**src/rtl/alu_pkg.sv**
```systemverilog
// Shared ALU opcode constants, default width and sequencer state type.
package alu_pkg;

  localparam int XLEN_DEFAULT = 32;

  localparam logic [4:0] ALU_ADD    = 5'h00;
  localparam logic [4:0] ALU_SUB    = 5'h01;
  localparam logic [4:0] ALU_SLL    = 5'h02;
  localparam logic [4:0] ALU_SLT    = 5'h03;
  localparam logic [4:0] ALU_SLTU   = 5'h04;
  localparam logic [4:0] ALU_XOR    = 5'h05;
  localparam logic [4:0] ALU_SRL    = 5'h06;
  localparam logic [4:0] ALU_SRA    = 5'h07;
  localparam logic [4:0] ALU_OR     = 5'h08;
  localparam logic [4:0] ALU_AND    = 5'h09;
  localparam logic [4:0] ALU_MUL    = 5'h10;
  localparam logic [4:0] ALU_MULH   = 5'h11;
  localparam logic [4:0] ALU_MULHSU = 5'h12;
  localparam logic [4:0] ALU_MULHU  = 5'h13;
  localparam logic [4:0] ALU_DIV    = 5'h14;
  localparam logic [4:0] ALU_DIVU   = 5'h15;
  localparam logic [4:0] ALU_REM    = 5'h16;
  localparam logic [4:0] ALU_REMU   = 5'h17;
  localparam logic [4:0] ALU_X      = 5'h1F;

  typedef enum logic [1:0] {
    IDLE = 2'd0,
    BUSY = 2'd1,
    DONE = 2'd2
  } alu_state_e;

endpackage

```
**src/rtl/alu_muldiv_iter.sv**
```systemverilog
// Bit-serial radix-2 multiplier / restoring divider on one shared adder (built when ALU_SEQ_MDU_EN
// is defined). Works on operand magnitudes; signs and divide corner cases are fixed up at the end.
module alu_muldiv_iter
  import alu_pkg::*;
#(
  parameter int XLEN = XLEN_DEFAULT
) (
  input  logic            clk,
  input  logic            rst_n,
  input  logic            start_i,
  input  logic            kill_i,
  input  logic [4:0]      fn_i,
  input  logic [XLEN-1:0] a_i,
  input  logic [XLEN-1:0] b_i,
  output logic            done_o,
  output logic [XLEN-1:0] result_o
);

  localparam int CNT_W = $clog2(XLEN);
  localparam logic [CNT_W-1:0] CNT_LAST = CNT_W'(XLEN - 1);

  logic             active_q, active_d;
  logic [CNT_W-1:0] cnt_q, cnt_d;
  logic [4:0]       fn_q, fn_d;
  logic [XLEN-1:0]  acc_q, acc_d, lo_q, lo_d, opb_q, opb_d;
  logic             neg_res_q, neg_res_d, neg_rem_q, neg_rem_d;

  logic            a_sgn, b_sgn, mode_div, ge;
  logic [XLEN-1:0] a_mag, b_mag, step_acc, step_lo, hi_n;
  logic [XLEN:0]   rem_sh;
  logic [XLEN+1:0] add_x, add_y, add_s;

  assign a_sgn = (fn_i inside {ALU_MULH, ALU_MULHSU, ALU_DIV, ALU_REM}) && a_i[XLEN-1];
  assign b_sgn = (fn_i inside {ALU_MULH, ALU_DIV, ALU_REM}) && b_i[XLEN-1];
  assign a_mag = a_sgn ? -a_i : a_i;
  assign b_mag = b_sgn ? -b_i : b_i;
  assign mode_div = fn_q inside {ALU_DIV, ALU_DIVU, ALU_REM, ALU_REMU};
  assign done_o = active_q && (cnt_q == CNT_LAST);

  // One step: multiply adds the multiplicand and shifts right; divide trial-subtracts and shifts left
  always_comb begin
    rem_sh = {acc_q, lo_q[XLEN-1]};
    add_x  = mode_div ? {1'b0, rem_sh} : {2'b00, acc_q};
    add_y  = mode_div ? ~{2'b00, opb_q} : (lo_q[0] ? {2'b00, opb_q} : '0);
    add_s  = add_x + add_y + {{(XLEN+1){1'b0}}, mode_div};
    ge     = ~add_s[XLEN+1];
    if (mode_div) begin
      step_acc = ge ? add_s[XLEN-1:0] : rem_sh[XLEN-1:0];
      step_lo  = {lo_q[XLEN-2:0], ge};
    end else begin
      step_acc = add_s[XLEN:1];
      step_lo  = {add_s[0], lo_q[XLEN-1:1]};
    end
  end

  // Divide by zero yields an all-ones magnitude quotient, so its negation is suppressed; the
  // most-negative / -1 overflow falls out of the magnitude arithmetic as in_a and 0.
  always_comb begin
    hi_n = neg_res_q ? (~step_acc + {{(XLEN-1){1'b0}}, (step_lo == '0)}) : step_acc;
    case (fn_q)
      ALU_MUL:                        result_o = step_lo;
      ALU_MULH, ALU_MULHSU, ALU_MULHU: result_o = hi_n;
      ALU_DIV, ALU_DIVU:              result_o = neg_res_q ? -step_lo : step_lo;
      ALU_REM, ALU_REMU:              result_o = neg_rem_q ? -step_acc : step_acc;
      default:                        result_o = '0;
    endcase
  end

  always_comb begin
    active_d  = active_q;
    cnt_d     = cnt_q;
    fn_d      = fn_q;
    acc_d     = acc_q;
    lo_d      = lo_q;
    opb_d     = opb_q;
    neg_res_d = neg_res_q;
    neg_rem_d = neg_rem_q;
    if (kill_i) begin
      active_d = 1'b0;
    end else if (start_i) begin
      active_d  = 1'b1;
      cnt_d     = '0;
      fn_d      = fn_i;
      acc_d     = '0;
      lo_d      = a_mag;
      opb_d     = b_mag;
      neg_res_d = (a_sgn ^ b_sgn) && (b_i != '0);
      neg_rem_d = a_sgn;
    end else if (active_q) begin
      cnt_d = cnt_q + 1'b1;
      acc_d = step_acc;
      lo_d  = step_lo;
      if (done_o) active_d = 1'b0;
    end
  end

  always_ff @(posedge clk or negedge rst_n) begin
    if (!rst_n) begin
      active_q <= 1'b0;
      cnt_q    <= '0;
      fn_q     <= ALU_X;
    end else begin
      active_q <= active_d;
      cnt_q    <= cnt_d;
      fn_q     <= fn_d;
    end
  end

  always_ff @(posedge clk) begin
    acc_q     <= acc_d;
    lo_q      <= lo_d;
    opb_q     <= opb_d;
    neg_res_q <= neg_res_d;
    neg_rem_q <= neg_rem_d;
  end

endmodule

```
**src/rtl/alu_seq.sv**
```systemverilog
// Handshaked integer execution unit: single-cycle ALU ops plus, when ALU_SEQ_MDU_EN is defined,
// the M-extension multiply/divide group on an iterative engine (XLEN+1 cycle latency).
module alu_seq
  import alu_pkg::*;
#(
  parameter int XLEN = XLEN_DEFAULT
) (
  input  logic            clk,
  input  logic            rst_n,
  input  logic            flush,
  input  logic            in_valid,
  output logic            in_ready,
  input  logic [4:0]      in_fn,
  input  logic [XLEN-1:0] in_a,
  input  logic [XLEN-1:0] in_b,
  output logic            out_valid,
  input  logic            out_ready,
  output logic [XLEN-1:0] out_result,
  output logic            out_illegal
);

  localparam int SHAMT_W = $clog2(XLEN);

  alu_state_e      state_q, state_d;
  logic [XLEN-1:0] out_result_q, out_result_d;
  logic            out_illegal_q, out_illegal_d;

  logic                   accept, is_mop, sc_illegal;
  logic [XLEN-1:0]        sc_result;
  logic [SHAMT_W-1:0]     shamt;
  logic signed [XLEN-1:0] a_s, b_s;

  assign in_ready    = rst_n && !flush && (state_q == IDLE || (state_q == DONE && out_ready));
  assign accept      = in_valid && in_ready;
  assign out_valid   = (state_q == DONE);
  assign out_result  = out_result_q;
  assign out_illegal = out_illegal_q;

  assign shamt = in_b[SHAMT_W-1:0];
  assign a_s   = in_a;
  assign b_s   = in_b;

  always_comb begin
    sc_result  = '0;
    sc_illegal = 1'b0;
    case (in_fn)
      ALU_ADD:  sc_result = in_a + in_b;
      ALU_SUB:  sc_result = in_a - in_b;
      ALU_AND:  sc_result = in_a & in_b;
      ALU_OR:   sc_result = in_a | in_b;
      ALU_XOR:  sc_result = in_a ^ in_b;
      ALU_SLL:  sc_result = in_a << shamt;
      ALU_SRL:  sc_result = in_a >> shamt;
      ALU_SRA:  sc_result = $unsigned(a_s >>> shamt);
      ALU_SLT:  sc_result = {{(XLEN-1){1'b0}}, (a_s < b_s)};
      ALU_SLTU: sc_result = {{(XLEN-1){1'b0}}, (in_a < in_b)};
      default:  sc_illegal = 1'b1;
    endcase
  end

`ifdef ALU_SEQ_MDU_EN
  logic            mdu_start, mdu_done;
  logic [XLEN-1:0] mdu_result;

  assign is_mop    = in_fn inside {ALU_MUL, ALU_MULH, ALU_MULHSU, ALU_MULHU,
                                   ALU_DIV, ALU_DIVU, ALU_REM, ALU_REMU};
  assign mdu_start = accept && is_mop;

  alu_muldiv_iter #(.XLEN(XLEN)) u_muldiv (
    .clk      (clk),
    .rst_n    (rst_n),
    .start_i  (mdu_start),
    .kill_i   (flush),
    .fn_i     (in_fn),
    .a_i      (in_a),
    .b_i      (in_b),
    .done_o   (mdu_done),
    .result_o (mdu_result)
  );
`else
  assign is_mop = 1'b0;
`endif

  // A new request accepted while a result drains overrides the DONE->IDLE move; flush beats all
  always_comb begin
    state_d       = state_q;
    out_result_d  = out_result_q;
    out_illegal_d = out_illegal_q;
    case (state_q)
      IDLE: ;
      BUSY: begin
`ifdef ALU_SEQ_MDU_EN
        if (mdu_done) begin
          state_d       = DONE;
          out_result_d  = mdu_result;
          out_illegal_d = 1'b0;
        end
`endif
      end
      DONE: if (out_ready) state_d = IDLE;
      default: state_d = IDLE;
    endcase
    if (accept) begin
      if (is_mop) begin
        state_d = BUSY;
      end else begin
        state_d       = DONE;
        out_result_d  = sc_result;
        out_illegal_d = sc_illegal;
      end
    end
    if (flush) state_d = IDLE;
  end

  always_ff @(posedge clk or negedge rst_n) begin
    if (!rst_n) begin
      state_q       <= IDLE;
      out_result_q  <= '0;
      out_illegal_q <= 1'b0;
    end else begin
      state_q       <= state_d;
      out_result_q  <= out_result_d;
      out_illegal_q <= out_illegal_d;
    end
  end

endmodule

```
**config.mk**
```make
export PLATFORM = sky130hd
export DESIGN_NAME = alu_seq
export DESIGN_NICKNAME = d
export VERILOG_FILES = /design/src/rtl/alu_pkg.sv /design/src/rtl/alu_muldiv_iter.sv /design/src/rtl/alu_seq.sv
export SDC_FILE = /design/constraint.sdc
export NUM_CORES = 1
export LEC_CHECK = 0
export BUFFER_PORTS_ARGS = -buffer_cell sky130_fd_sc_hd__buf_4
export CORE_ASPECT_RATIO = 1.2
export CORE_MARGIN = 2
export CORE_UTILIZATION = 62
export DETAILED_ROUTE_END_ITERATION = 8
export HOLD_SLACK_MARGIN = 0.15
export PLACE_DENSITY = 0.91
export SKIP_LAST_GASP = 1
export SYNTH_ARGS = -nofsm -noshare
export SYNTH_HDL_FRONTEND = slang
export SYNTH_SLANG_ARGS = --single-unit
```
**constraint.sdc**
```tcl
create_clock -name clk -period 2.5 [get_ports clk]
set_input_delay 0.25 -clock clk [delete_from_list [all_inputs] [get_ports clk]]
set_output_delay 0.25 -clock clk [all_outputs]
set_load 0.01 [all_outputs]
```
==> flow_results.org, run 1 <==
** Outcome
- Outcome :: aborted with a tool error
- The flow stopped in 5_1_grt.
- The first error in the log reads "[ERROR GRT-0116] Global routing finished with congestion. Check the congestion regions in the DRC Viewer".

** Clock network
- In this run the number of H-tree levels came out at 2.
- Counting the buffers created by CTS gives 5.
- The clock passes through at most 2 buffers.
- Master cell of the clock root buffer :: sky130_fd_sc_hd__clkbuf_16
- Clock tree synthesis found a total of 34 sinks.

** Placed design
- In this run, placement finished with an instance count of 1,938.
- Buffers placed on the I/O ports in this run total 108.
- Detailed placement ended at an HPWL of 37.6 mm.
- Routability cong. :: 1.22

** Logic synthesis
- Yosys printed 0 warnings.
- Of all flip-flops after synthesis, the portion carrying an async set or reset was 100%.
- Each instance of the synthesized netlist takes up on average 7.07 um2.
- Synthesis produced a netlist whose cell count is 1,431.
- In the synthesized netlist the dominant register cell turns out to be sky130_fd_sc_hd__dfrtp_1.
- Number of distinct library cells after synthesis :: 78
- Net count after synthesis :: 1,606
- In this run the cell area of the synthesized design comes to 0.0101 mm2.
- The synthesized design contains 34 register bits.
- Yosys mapped a number of flops with a built-in enable equal to 0.
- Sequential elements use 8.41% of the synthesized area.

** Global route
- Vias in the first global route :: 17,200
- Entering global routing, the biggest net connects 70 pins.
- Overall Global Routing Usage :: 76.2%
- Global-route wire length before repair :: 100 mm
- Gr ovfl total :: 33

** Die
- For this configuration, the core starts out at a cell density of 62.9%.
- The floorplan has 51 rows.
- Height of the die :: 144 um
- During I/O placement, the number of pins put on the boundary was 109.
- From left edge to right edge, the die measures 121 um.
stage by stage:
step           worst slack (ns)  instance area (um2)
2_1_floorplan            -0.282                10400
3_3_place_gp             -0.419                13300
3_5_place_dp             -0.652                13300
4_1_cts                  -0.126                13800
per-layer routing:
metal,GRT overflow,global-route usage [%]
met1,1,74.9
met2,16,89.6
met3,1,65.7
met4,15,74.4
met5,0,44.9
synth_stat cells, drive strengths merged, types with 4 or more instances:
cell type  count  area, um2
o31a           4       35.0
inv          105        394
a311oi         4       35.0
a21oi        133        669
mux4          41        923
nand2        155        582
or3            9       56.3
dfrtp         34        851
nand2b        12       75.1
mux2          19        214
nor2         133        499
o311ai         4       42.6
and3           8       50.1
nor2b         11       68.8
clkbuf        79        302
o211ai        30        225
ha            99       1240
a2111o         4       45.0
a222oi         5       50.1
mux2i         59        591
o21ai        124        621
a221oi        19        166
xor2           5       43.8
a21boi         4       30.0
o221ai        18        158
o31ai          7       57.6
and2           6       37.5
a311o          5       50.1
nand3         26        130
a31oi         26        163
a22oi         16        120
nor4          14       87.6
o2111ai        6       52.6
buf           36        186
a211oi        24        180
a21o          15        113
a2111oi        6       52.6
xnor2         20        175
o21a           6       45.0
o21bai        12       90.1
nor3          40        200
timing repair:
item	CTS
buffers inserted	6
gates cloned	1
hold buffers	1
endpoints found under the setup margin	27
hold endpoints to repair	34
gates resized for setup	54
pin swaps	28
logic make-up after synthesis:
group,after synthesis,synth area share (%)
AO/OA/AOI/OAI,493,31.5
AND/OR/NAND/NOR,436,19.4
flip-flops,34,8.41
XOR/XNOR,25,2.16
multiplexers,119,17.1
adder cells (fa/ha/maj),101,12.6
buffers and inverters,223,8.83
==> run 2, diff against run 1 <==
CORE_ASPECT_RATIO = not set   (was 1.2)
CORE_UTILIZATION = 40   (was 62)
HOLD_SLACK_MARGIN = not set   (was 0.15)
PLACE_DENSITY = not set   (was 0.91)
PLACE_DENSITY_LB_ADDON = 0.15   (was not set)
==> run 2 against run 1 <==
Compared with the run above:
- the flow now finishes, with violations (negative setup slack)
- area after synthesis unchanged
- synthesized cell count did not move
==> flow_results.org, run 2 <==
** Global route
- For this run, the total global-route usage over all layers was measured as 38.7%.
- Gr ovfl total :: 0
- The number of global-route vias before repair was 12,600.
- Largest net degree at the start of global routing :: 57
- The initial antenna violation count is 0.
- Global-route wire length before repair :: 77.4 mm

** STA
- For the pin with the worst max-slew slack, the measured transition is 0.687 ns.
- Headroom to the max-slew limit :: 53.7%
- Setup violations remaining at the end of the flow were counted as 2.
- The smallest clock period supported by the final layout is computed as 2.54 ns.
- Max-slew violations :: 0
- For the final database, setup skew stands at 0.0101 ns.
- Worst setup slack after layout :: -0.0389 ns
- Worst hold margin :: 0.0543 ns
- Setup repair after global routing missed its margin :: yes
- The final count of hold timing violations came to 0.
- Peak clock frequency supported by timing :: 394 MHz
- Ratio of final minimum period to clock period :: 102%

** Layout
- Flip-flop count of the largest register after layout :: 32
- Post-layout nets :: 2,037
- The library cell used most frequently in the layout, excluding fill and tap cells, is sky130_fd_sc_hd__buf_4.
- Final-layout fill cell count :: 2,406
- Number of inserted diodes :: 0
- Area of the multi-input gates :: 0.00897 mm2
- The post-route netlist has 38.4% of its cells at a drive strength greater than 1.
- The finished layout holds 2,193 standard cells, fillers aside.
- Total area of sequential cells :: 851 um2
- Area Overhead vs Synth :: 49.8%
- Post-layout util :: 60.6%
- Top library cells by usage in the layout, fill and taps aside :: sky130_fd_sc_hd__buf_4 (512), sky130_fd_sc_hd__nand2_1 (155), sky130_fd_sc_hd__nor2_1 (132), sky130_fd_sc_hd__a21oi_1 (119), sky130_fd_sc_hd__inv_1 (99)

** Power
- Peak supply drop :: 0.000253 V
- The analysis attributes to cell leakage a power of 0.00703 uW.
- Total power for the finished layout comes to 4480 uW.
- Power density of the placed cells :: 295 mW/mm2

** Clock network
- Total clock buffers created by CTS :: 5
- Clock-pin slew was measured on the worst setup and hold paths at 0.07 ns.
- TritonCTS built the clock tree.
- No sink is reached through more buffers than the 2 on the longest clock path.
- Total number of H-tree levels :: 2
- Clock latency on the worst-skew pair, taken at its later pin, is 0.30 ns.
- In this run, post-CTS hold repair placed 0 buffers.
- Clk sink count :: 34
- Master cell of the clock root buffer :: sky130_fd_sc_hd__clkbuf_16

** Critical path
- In this design, the largest share of critical-path delay is due to compound AO/OA/AOI/OAI gates.
- Arrival time of the worst setup path :: 2.71 ns
- The critical path in this run is classified as input pin to register.
- Together, buffers and inverters on the worst path number 3.
- Required arrival time at the worst endpoint :: 2.67 ns
- For this run, the slowest stage of the critical path takes 0.39 ns.
- The worst setup path is captured at a register.
- Worst Setup Start Kind :: input pin
- Walking the worst path, the cells encountered are buf_8, buf_12, fa_2, a211oi_4, o21ai_2, a211oi_2, buf_4, and4b_1, or2_4, a311oi_2, a21oi_1, xnor2_1, o221ai_1.
- Highest-delay cell along the critical path :: sky130_fd_sc_hd__fa_2
- In this run the worst path has a maximum fanout of 5.

** Placed design
- Inst Count DP :: 2,162
- Detailed placement ended at an HPWL of 42.9 mm.
- Count of port buffers added during placement :: 108
- Routability-driven placement finished with a final weighted congestion of 1.04.

** Logic synthesis
- Top cells by count, synth :: sky130_fd_sc_hd__nand2_1 (155), sky130_fd_sc_hd__nor2_1 (133), sky130_fd_sc_hd__a21oi_1 (132)
- Seq cells post-synth :: 34
- In the synthesized netlist the dominant register cell turns out to be sky130_fd_sc_hd__dfrtp_1.
- Synthesized instance count :: 1,431
- Leading cell type by number of instances after synthesis :: sky130_fd_sc_hd__nand2_1
- Cell area after synthesis :: 0.0101 mm2
- By area the synthesized netlist is led by sky130_fd_sc_hd__ha_1 (12%), sky130_fd_sc_hd__mux4_2 (9.1%), sky130_fd_sc_hd__dfrtp_1 (8.4%).
- The synthesized design contains 0 enable-type register cells.
- The number of nets in the synthesized netlist is 1,606.
- Top cell type's share of synthesized area :: 12.2%
- Cell taking the most area after synthesis :: sky130_fd_sc_hd__ha_1
- A synthesized cell averages 7.07 um2.
- Of the synthesized area, sequential elements account for 8.41%.
- The netlist uses 78 different library cells.
- During synthesis, Yosys emitted a total of 0 warnings.
- Async set-or-reset flop fraction in the synthesized netlist :: 100%

** Outcome
- The final reports fail on negative setup slack.
- Outcome :: complete, but fails checks

** Die
- Initial Utilization :: 40.4%
- The floorplan has 58 rows.
- Area of the placeable core :: 0.0250 mm2
- The die is 163 um tall.
- Die span in x :: 163 um
- The die covers 0.0266 mm2.
- Number of ports placed on the die boundary :: 109

** Flow run
- Max-capacitance violation count :: 0

** Detailed routing
- Dividing the detail-routed wire length by the instance count gives 24.3 um.
- Number of search-and-repair iterations in the first detailed-routing pass :: 6
- In this run the remaining antenna-violating nets after routing total 0.
- For this block, the initial DRC count from the detailed router was 1,665.
- Final WL :: 53.2 mm
- Dividing the detail-routed via count by the number of cells gives 6.11.
- Number of design rule violations left after detail routing :: 0
- The routed layout has 13,400 vias.

** Hold path
- Worst min-delay path class :: input pin to asynchronous set/reset pin
[run 2: cell counts after synthesis]
No cell type changed its count.
[run 2: metrics by stage]
| stage | setup slack [ns] | TNS, ns | area [um2] |
|---|---|---|---|
| detailed placement | -0.649 | -12.87 | 14300 |
| global placement | -0.599 | -11.99 | 14300 |
| global route | -0.159 | -1.25 | 15200 |
| finish | -0.0389 | -0.0529 | 15200 |
| CTS | -0.0367 | -0.0613 | 14700 |
| floorplan | -0.282 | -3.07 | 10400 |
[run 2: cells by family after synthesis]
| logic type | count (synthesis) | share of synthesized area (%) |
|---|---|---|
| AO/OA/AOI/OAI | 493 | 31.5 |
| XOR/XNOR | 25 | 2.16 |
| adder cells (fa/ha/maj) | 101 | 12.6 |
| buffers and inverters | 223 | 8.83 |
| flip-flops | 34 | 8.41 |
| multiplexers | 119 | 17.1 |
| AND/OR/NAND/NOR | 436 | 19.4 |
[run 2: path summary, 6_finish.rpt]
kind / startpoint / end / slack, ns / depth (start not counted)
worst max-delay path: in_b[1] / out_result[24] / -0.04 / 13
worst min-delay path: rst_n / out_result[1] / 0.05 / 2
worst max register to register: state_q[1] / out_result[29] / 0.15 / 8
worst min register to register: out_result[1] / out_result[1] / 0.48 / 2
max in group asynchronous: rst_n / out_result[27] / 2.05 / 2
min in group clk: flush / state_q[1] / 0.17 / 2
[run 2: layout make-up]
type | instances | area share, %
Multi-Input combinational cell | 1174 | 59.1
Sequential cell | 34 | 5.61
Clock inverter | 1 | 0.0330
Clock buffer | 7 | 0.940
Timing Repair Buffer | 539 | 28.6
Tap cell | 330 | 2.72
Inverter | 108 | 2.90
[run 2: metal layers]
metal / up-vias / part of all wire [%] / global-route usage (%)
li1: 6144 / - / -
met1: 6368 / 41 / 52.7
met2: 764 / 44 / 60.7
met3: 130 / 9.7 / 5.64
met4: 0 / 5.4 / 17.6
met5: - / 0 / 0
[run 2: repair_timing]
item | 4_1_cts | 5_1_grt
pin swaps | 19 | 37
setup endpoints to repair | 28 | 30
gates resized for setup | 53 | 76
gates cloned | 0 | 3
setup buffers | 5 | 16
[run 2: where the power goes]
group / total, uW / switching, uW / internal (uW)
combinational: 3180 / 1720 / 1460
clock: 681 / 284 / 397
sequential: 619 / 33.1 / 586
Power figures use the tool's default switching activity.
